==> config.mk <==
export PLATFORM = sky130hd
export DESIGN_NAME = chess_layout_scanner
export DESIGN_NICKNAME = d
export VERILOG_FILES = /design/src/rtl/chess_layout_scanner.sv
export SDC_FILE = /design/constraint.sdc
export NUM_CORES = 1
export LEC_CHECK = 0
export CAP_MARGIN = 10
export CORE_UTILIZATION = 57
export CTS_BUF_LIST = sky130_fd_sc_hd__clkbuf_8
export CTS_CLUSTER_DIAMETER = 200
export CTS_CLUSTER_SIZE = 14
export DETAILED_ROUTE_END_ITERATION = 12
export MAX_ROUTING_LAYER = met4
export PLACE_DENSITY = 0.95
export SYNTH_ARGS = -nofsm -noshare
export SYNTH_HDL_FRONTEND = slang
export SYNTH_SLANG_ARGS = --single-unit
==> constraint.sdc <==
create_clock -name clock -period 4.8 [get_ports clock]
set_clock_uncertainty 0.2 [all_clocks]
set_input_delay 0.96 -clock clock [delete_from_list [all_inputs] [get_ports clock]]
set_output_delay 0.96 -clock clock [all_outputs]
set_load 0.02 [all_outputs]
==> src/rtl/chess_layout_scanner.sv <==
// chess_layout_scanner: snapshots a 64-square board and streams it square by square to an LCD drawer over valid/ready.
// Define CHESS_SCAN_DIRTY_ONLY_EN to emit only squares that changed since the last transferred frame.
module chess_layout_scanner #(
  parameter int CHESS_SQUARES = 64,
  parameter int SQUARE_WIDTH  = 8,
  parameter int MATRIX_WIDTH  = CHESS_SQUARES * SQUARE_WIDTH
) (
  input  logic                    clock,
  input  logic                    resetApp_n,
  input  logic [MATRIX_WIDTH-1:0] Layout,
  input  logic                    start,
  input  logic                    drawReady,
  output logic                    drawValid,
  output logic [2:0]              drawX,
  output logic [2:0]              drawY,
  output logic [3:0]              drawPiece,
  output logic [3:0]              drawSelect,
  output logic                    drawLast,
  output logic                    busy,
  output logic                    frameDone
);
  typedef enum logic [1:0] {IDLE, SCAN, EMIT, DONE} state_t;
  state_t state_q, state_d;
  logic [5:0] idx_q, idx_d;
  logic [MATRIX_WIDTH-1:0] snap_q, snap_d;
  logic [SQUARE_WIDTH-1:0] sq;
  logic emit, last;
  logic draw_valid_q, draw_valid_d, draw_last_q, draw_last_d;
  logic [2:0] draw_x_q, draw_x_d, draw_y_q, draw_y_d;
  logic [3:0] draw_piece_q, draw_piece_d, draw_select_q, draw_select_d;
  logic busy_q, busy_d, frame_done_q, frame_done_d;
  assign sq = snap_q[int'(idx_q) * SQUARE_WIDTH +: SQUARE_WIDTH];
  assign last = &idx_q;
`ifdef CHESS_SCAN_DIRTY_ONLY_EN
  logic [SQUARE_WIDTH-1:0] store_q [CHESS_SQUARES];
  logic [CHESS_SQUARES-1:0] seen_q, seen_d;
  logic xfer;
  assign xfer = state_q == EMIT && drawReady;
  assign emit = !seen_q[idx_q] || store_q[idx_q] != sq;
  always_comb begin
    seen_d = seen_q;
    if (xfer) seen_d[idx_q] = 1'b1;
  end
  // history contents need no reset: the seen bits gate every use of them
  always_ff @(posedge clock) if (xfer) store_q[idx_q] <= sq;
  always_ff @(posedge clock or negedge resetApp_n)
    if (!resetApp_n) seen_q <= '0;
    else seen_q <= seen_d;
`else
  assign emit = 1'b1;
`endif
  always_comb begin
    state_d       = state_q;
    idx_d         = idx_q;
    snap_d        = snap_q;
    draw_valid_d  = draw_valid_q;
    draw_x_d      = draw_x_q;
    draw_y_d      = draw_y_q;
    draw_piece_d  = draw_piece_q;
    draw_select_d = draw_select_q;
    draw_last_d   = draw_last_q;
    case (state_q)
      IDLE: if (start) begin
        snap_d  = Layout;
        idx_d   = '0;
        state_d = SCAN;
      end
      SCAN: if (emit) begin
        draw_valid_d  = 1'b1;
        draw_x_d      = idx_q[2:0];
        draw_y_d      = idx_q[5:3];
        draw_piece_d  = sq[3:0];
        draw_select_d = sq[7:4];
        draw_last_d   = last;
        state_d       = EMIT;
      end else begin
        state_d = last ? DONE : SCAN;
        idx_d   = last ? idx_q : idx_q + 6'd1;
      end
      EMIT: if (drawReady) begin
        draw_valid_d = 1'b0;
        state_d      = last ? DONE : SCAN;
        idx_d        = last ? idx_q : idx_q + 6'd1;
      end
      DONE: state_d = IDLE;
    endcase
    busy_d       = state_d != IDLE;
    frame_done_d = state_d == DONE;
  end
  always_ff @(posedge clock or negedge resetApp_n)
    if (!resetApp_n) begin
      state_q       <= IDLE;
      idx_q         <= '0;
      snap_q        <= '0;
      draw_valid_q  <= 1'b0;
      draw_x_q      <= '0;
      draw_y_q      <= '0;
      draw_piece_q  <= '0;
      draw_select_q <= '0;
      draw_last_q   <= 1'b0;
      busy_q        <= 1'b0;
      frame_done_q  <= 1'b0;
    end else begin
      state_q       <= state_d;
      idx_q         <= idx_d;
      snap_q        <= snap_d;
      draw_valid_q  <= draw_valid_d;
      draw_x_q      <= draw_x_d;
      draw_y_q      <= draw_y_d;
      draw_piece_q  <= draw_piece_d;
      draw_select_q <= draw_select_d;
      draw_last_q   <= draw_last_d;
      busy_q        <= busy_d;
      frame_done_q  <= frame_done_d;
    end
  assign drawValid  = draw_valid_q;
  assign drawX      = draw_x_q;
  assign drawY      = draw_y_q;
  assign drawPiece  = draw_piece_q;
  assign drawSelect = draw_select_q;
  assign drawLast   = draw_last_q;
  assign busy       = busy_q;
  assign frameDone  = frame_done_q;
endmodule

==> results of run 1 <==
[final cells by class]
type / count / area, um2 / share of cell area, %
Antenna cell: 16 / 40.04 / 0.1307
Clock buffer: 45 / 619.3 / 2.022
Clock inverter: 2 / 12.51 / 0.04085
Inverter: 2 / 7.507 / 0.02451
Multi-Input combinational cell: 855 / 10100 / 32.98
Sequential cell: 538 / 13480 / 44.00
Tap cell: 539 / 674.4 / 2.202
Timing Repair Buffer: 564 / 5698 / 18.60
[kinds of logic (layout without fill, tap and decap cells)]
| logic type | Yosys count | after routing | synth area share (%) |
|---|---|---|---|
| xor+xnor | 3 | 3 | 0.1089 |
| mux | 677 | 677 | 37.39 |
| simple gates | 93 | 93 | 1.762 |
| compound gates | 81 | 81 | 2.504 |
| flops | 538 | 538 | 55.78 |
| buf+inv | 108 | 613 | 2.405 |
| fa+ha+maj | 1 | 1 | 0.05183 |
| other cells | 0 | 16 | 0 |
[metrics by stage]
stage               area [um2]  hold WS (ps)  power, mW  setup slack, ps
finish                   30630         229.8      17.36             1634
detailed placement       29960         263.8      15.12             1358
floorplan                24140         252.4      12.82             2281
global placement         29960         260.6      14.58             1451
global route             30630         283.2      18.27             1435
CTS                      30590         231.0      17.45             1569
[power by group through the flow]
stage	registers [mW]	clock network, mW	logic (mW)
2_1_floorplan	7.64	0	5.18
3_3_place_gp	8.07	0	6.50
3_5_place_dp	8.33	0	6.79
4_1_cts	8.25	2.36	6.84
5_1_grt	8.52	2.50	7.25
6_report	8.28	2.30	6.78
[how the worst max path moves through the flow]
stage               cells after the start            to  startpoint  slack (ps)
detailed placement                      6   snap_q[150]       start        1360
floorplan                               6   snap_q[253]       start        2280
finish                                  6  drawPiece[0]    idx_q[0]        1630
CTS                                     6  drawPiece[0]    idx_q[0]        1570
global route                            7  drawPiece[2]    idx_q[0]        1430
global placement                        6   snap_q[228]       start        1450
[cells in the mapped netlist, drive strengths merged]
master     n
a21oi      7
nand3      8
nor3       3
nand3b     2
a22o       4
o21bai     1
mux2i     23
o31ai      1
dfrtp    538
and3       2
nand2     45
nor2b      7
o211ai    17
a221oi     7
a21o       1
inv        2
clkbuf    26
a32oi      1
nor2      14
nor4       1
mux2     527
nand4      1
a31o       1
a21boi     7
or2        1
nand2b     3
buf       80
a2111oi    2
a22oi     24
mux4     127
o21ai      6
ha         1
a2bb2oi    1
and2       4
nor3b      2
xnor2      3
a211oi     1
[routing by layer]
layer / up-vias / part of all wire (%)
li1: 6596 / -
met1: 8023 / 38
met2: 597 / 51
met3: 148 / 7.3
met4: 0 / 4.0
met5: - / 0
[registers in the layout, indices dropped and copies added (netlist names)]
register / count
busy: 1
drawLast: 1
drawPiece: 4
drawSelect: 4
drawValid: 1
drawX: 3
drawY: 3
frameDone: 1
idx_q: 6
snap_q: 512
state_q: 2
==> reports/metrics.cfg, run 1 <==
[cells_and_area]
area_delta_synth_final_pct=26.89
drive_above_1_share_pct=25.12
layout_common_cells=534 x dfrtp_1, 532 x clkdlybuf4s50_1, 291 x mux2_2, 236 x mux2_1, 127 x mux4_2
final_common_cell=dfrtp_1
fin_nets=2522
utilization_pct=73.18
fillers=2551
fin_cells=2561

[route]
vias=15360
postRouteAntennaNets=0
remaining_drc_errors=0
vias_per_cell=5.999
drt_iter0_drc=1002
dr.pass1.iters=5
finalWirelength_um=66970
wl_per_cell_um=26.15

[clocking]
insertion_delay_ps=660
root_buffer=clkbuf_8
postCtsResizedCells=0
cts_made_buffers=44
cts.reportedPaths.clkPinSlew_ps=120
cts_tree=yes
cts.sinks=538
cts_hold_buf=0
cts_buffer_depth=3
post_cts_buffers=0
cts_htree_levels=2

[yosys]
synth_nets=2018
synth_top_area_share_pct=55.78
synth_area_um2=24140
ys_warn_count=0
seq_area_frac_synth_pct=55.78
ys_top_cells_by_area=dfrtp_1 56%, mux2_2 14%, mux4_2 12%
avgSynthCellArea_um2=16.08
synth_cell_types=46
synth-seq-cells=538
synth_top_area_cell=dfrtp_1
synth_cells=1501

[die]
io_pins=534
coreArea_um2=41850
placementRows=75
die_w_um=207.8
start_util_pct=57.67
die_y_um=207.8
dieArea_um2=43170

[power_and_ir_drop]
internal_power_mw=11.77
pwr-share-seq_pct=47.7
irDropWorstVdd_uv=340.1
comb_power_share_pct=39.0
switching_power_mw=5.594
power_leakage_nw=12.07
clkPwrFrac_pct=13.3
powerDensity_nw_per_um2=566.9
p_sw_share_pct=32.22

[placed_design]
gp_congestion=0.8843
port_buffers=533
dp_hpwl_um=48820
dpl.cell_count=2498

[setup_path]
reg2reg_to=drawPiece[0]
r2r-start=idx_q[0]
worst_r2r_path_depth=6
reg2reg_slack_ps=1630
slowest_stage=dfrtp_4
crit_family=flip-flops
start_kind=register
end_kind=register
critPathMaxStageDelay_ps=860
crit_chain=buf_12, mux4_2, a22oi_1, nand2_1, a221oi_1, nand3_1
cp.required_ps=5110
worst_ep_arrival_time_ps=3470
criticalPathCategory=register to register
cp.buffers_inverters=1
crit_fanout=34

[timing]
slew_headroom_pct=25.25
period_share_pct=65.96
drv_slew=0
hold_viol_final=0
fin_tns_setup_ps=0
finalSetupViolCount=0
worst_pin_slew_ps=1121
fmax_ghz=0.3158
period_minus_slack_ps=3166
rsz0062_at_grt=no

[grt]
grt_max_degree=187
overflow=0
grt_pass1_vias=17040
grt_usage_pct=32.65
grt_antenna_before_repair=16
grt_util_met1_pct=38.92
top_usage_layer=met2
grt.met3_usage_pct=8.729
grt.met2_usage_pct=52.77
grt_pass1_wl_um=102500

[run_status]
outcome=completed

[job]
cap_violations=0

[hold_path]
hold_path.class=input pin to async pin

No activity file was read; power rests on OpenSTA's default activity.
==> run 2, diff against run 1 <==
--- a/config.mk
+++ b/config.mk
@@ -6,13 +6,13 @@
 export NUM_CORES = 1
 export LEC_CHECK = 0
 export CAP_MARGIN = 10
-export CORE_UTILIZATION = 57
+export CORE_UTILIZATION = 48
 export CTS_BUF_LIST = sky130_fd_sc_hd__clkbuf_8
 export CTS_CLUSTER_DIAMETER = 200
 export CTS_CLUSTER_SIZE = 14
 export DETAILED_ROUTE_END_ITERATION = 12
 export MAX_ROUTING_LAYER = met4
-export PLACE_DENSITY = 0.95
+export PLACE_DENSITY = 0.88
 export SYNTH_ARGS = -nofsm -noshare
 export SYNTH_HDL_FRONTEND = slang
 export SYNTH_SLANG_ARGS = --single-unit
==> constraint.sdc (replaced) <==
create_clock -name clock -period 2.68 [get_ports clock]
set_clock_uncertainty 0.2 [all_clocks]
set_input_delay 0.536 -clock clock [delete_from_list [all_inputs] [get_ports clock]]
set_output_delay 0.536 -clock clock [all_outputs]
set_load 0.02 [all_outputs]
==> run 2 against run 1 <==
Final area increased by 3.5%. Clock-buffer cell count did not move. Cell count is 7.6% higher. Wire length is 4.1% higher. Non-clock buffer count increased by 76. Critical path type is now register to output port. Critical path depth decreased by 5. Combinational power rose by 99%. Worst setup slack got worse by 1600 ps. Clock power is 79% higher.
==> reports/metrics.cfg, run 2 (same netlist as run 1, synthesis figures left out) <==
[run_status]
outcome=completed

[placed_design]
port_buffers=533
gp_congestion=0.8934
postPlaceCellArea_um2=30840
dp_hpwl_um=52780

[power_and_ir_drop]
powerDensity_nw_per_um2=1017
p_sw_share_pct=32.09
power_leakage_nw=12.56
internal_power_mw=21.89
irDropWorstVdd_uv=560.1
clkPwrFrac_pct=12.8
pwr-share-seq_pct=45.3
comb_power_share_pct=42.0
switching_power_mw=10.34

[cells_and_area]
regArea_um2=13480
top_register=snap_q
fin_nets=2598
area_delta_synth_final_pct=31.35
largest_reg_flops=512
fillers=3561
reg_top3=snap_q (512), idx_q (6)
final_area_um2=31700
final_common_cell=dfrtp_1
multi_input_area_um2=10150
layout_common_cells=534 x dfrtp_1, 531 x clkdlybuf4s50_1, 291 x mux2_2, 236 x mux2_1, 127 x mux4_2
drive_above_1_share_pct=27.99

[die]
die_w_um=226.2
placementRows=81
start_util_pct=49.00
coreArea_um2=49250
io_pins=534
dieArea_um2=51190
die_y_um=226.2

[setup_path]
cp.required_ps=1940
crit_chain=clkdlybuf4s50_1
reg2reg_to=drawPiece[1]
r2r-start=state_q[0]
worst_ep_arrival_time_ps=1900
worst_r2r_path_depth=5
end_kind=output port
cp.buffers_inverters=1
critPathMaxStageDelay_ps=740
reg2reg_slack_ps=70
slowest_stage=clkdlybuf4s50_1
criticalPathCategory=register to output port
start_kind=register
crit_family=buffers and inverters
crit_fanout=2

[clocking]
cts_tree=yes
root_buffer=clkbuf_8
cts_buffer_depth=3
insertion_delay_ps=650
cts_htree_levels=2
cts.reportedPaths.clkPinSlew_ps=110
cts_made_buffers=44
cts.sinks=538

[route]
remaining_drc_errors=0
vias_per_cell=5.603
dr.pass1.iters=5
postRouteAntennaNets=0
wl_met1_um=27440
met2_length_um=34720
vias=15440
top_layer_used=met4
met3_length_um=4880
drt_iter0_drc=934
finalWirelength_um=69690
wl_per_cell_um=25.29

[grt]
grt_usage_pct=28.06
grt_max_degree=90
grt_antenna_before_repair=9
grt_pass1_vias=17040
grt_pass1_wl_um=102400
overflow=0

[timing]
worst_pin_slew_ps=825.1
hold_viol_final=0
slew_headroom_pct=44.79
fmax_ghz=0.3798
drv_slew=0
period_minus_slack_ps=2633
fin_tns_setup_ps=0
finalSetupViolCount=0
period_share_pct=98.24

[job]
cap_violations=0

[hold_path]
hold_path.class=input pin to async pin

## run 2: cell types whose count changed in the layout (fill, tap and decap cells not counted), moves of 2 or more
cell / change
a221oi_4: +2
buf_4: +50
a221oi_1: -4
a221oi_2: +2
diode_2: -7
clkbuf_16: +2
buf_12: +20
## run 2: worst max path at each step
| stage | to | from | slack [ps] | cells past startpoint |
|---|---|---|---|---|
| after floorplan | drawPiece[0] | idx_q[0] | 440 | 7 |
| after global placement | drawPiece[2] | idx_q[1] | -280 | 6 |
| after detailed placement | drawPiece[2] | idx_q[1] | -250 | 6 |
| after CTS | drawSelect[0] | idx_q[0] | -1 | 7 |
| after global routing | drawPiece[1] | state_q[0] | -50 | 5 |
| final | drawSelect[2] | drawSelect[2] | 50 | 1 |
## run 2: routing by layer
| metal | up-vias | GRT usage (%) |
|---|---|---|
| met2 | 564 | 45.75 |
| met5 | - | - |
| met3 | 128 | 6.479 |
| li1 | 6735 | - |
| met1 | 8016 | 34.02 |
| met4 | 0 | 10.61 |
## run 2: what timing repair did
item                                   4_1_cts  5_1_grt
gates resized for setup                      6        4
setup endpoints to repair                    7        7
hold buffers                                 1        0
buffers inserted                             4        4
cloned                                       0        2
endpoints found under the hold margin       37        0
## run 2: layout make-up
type / count / share of cell area (%)
well taps: 664 / 2.621
inverters: 2 / 0.02368
clock buffers: 45 / 1.954
multi-input cells: 855 / 32.01
flip-flops and latches: 538 / 42.51
diodes: 9 / 0.07104
clock inverters: 3 / 0.05131
repair buffers: 640 / 20.76
## run 2: per-stage QoR
step / setup slack, ps / power (mW) / std cells / utilization (%) / hold slack (ps)
after floorplan: 441.7 / 22.97 / 1501 / - / 40.41
after global placement: -280.8 / 27.22 / 2688 / 62.61 / 260.0
after detailed placement: -250.4 / 28.00 / 2688 / 62.61 / 268.6
after CTS: -1.093 / 32.31 / 2741 / 64.10 / 208.5
after global routing: -48.52 / 34.00 / 2756 / 64.37 / 241.1
final: 47.13 / 32.23 / 2756 / 64.37 / 258.3
## run 2: power groups by stage
stage	combinational [mW]	clock (mW)	sequential, mW
after floorplan	9.29	0	13.7
after global placement	12.8	0	14.4
after detailed placement	13.2	0	14.8
after CTS	13.5	4.27	14.6
after global routing	14.5	4.52	15.0
final	13.5	4.12	14.6
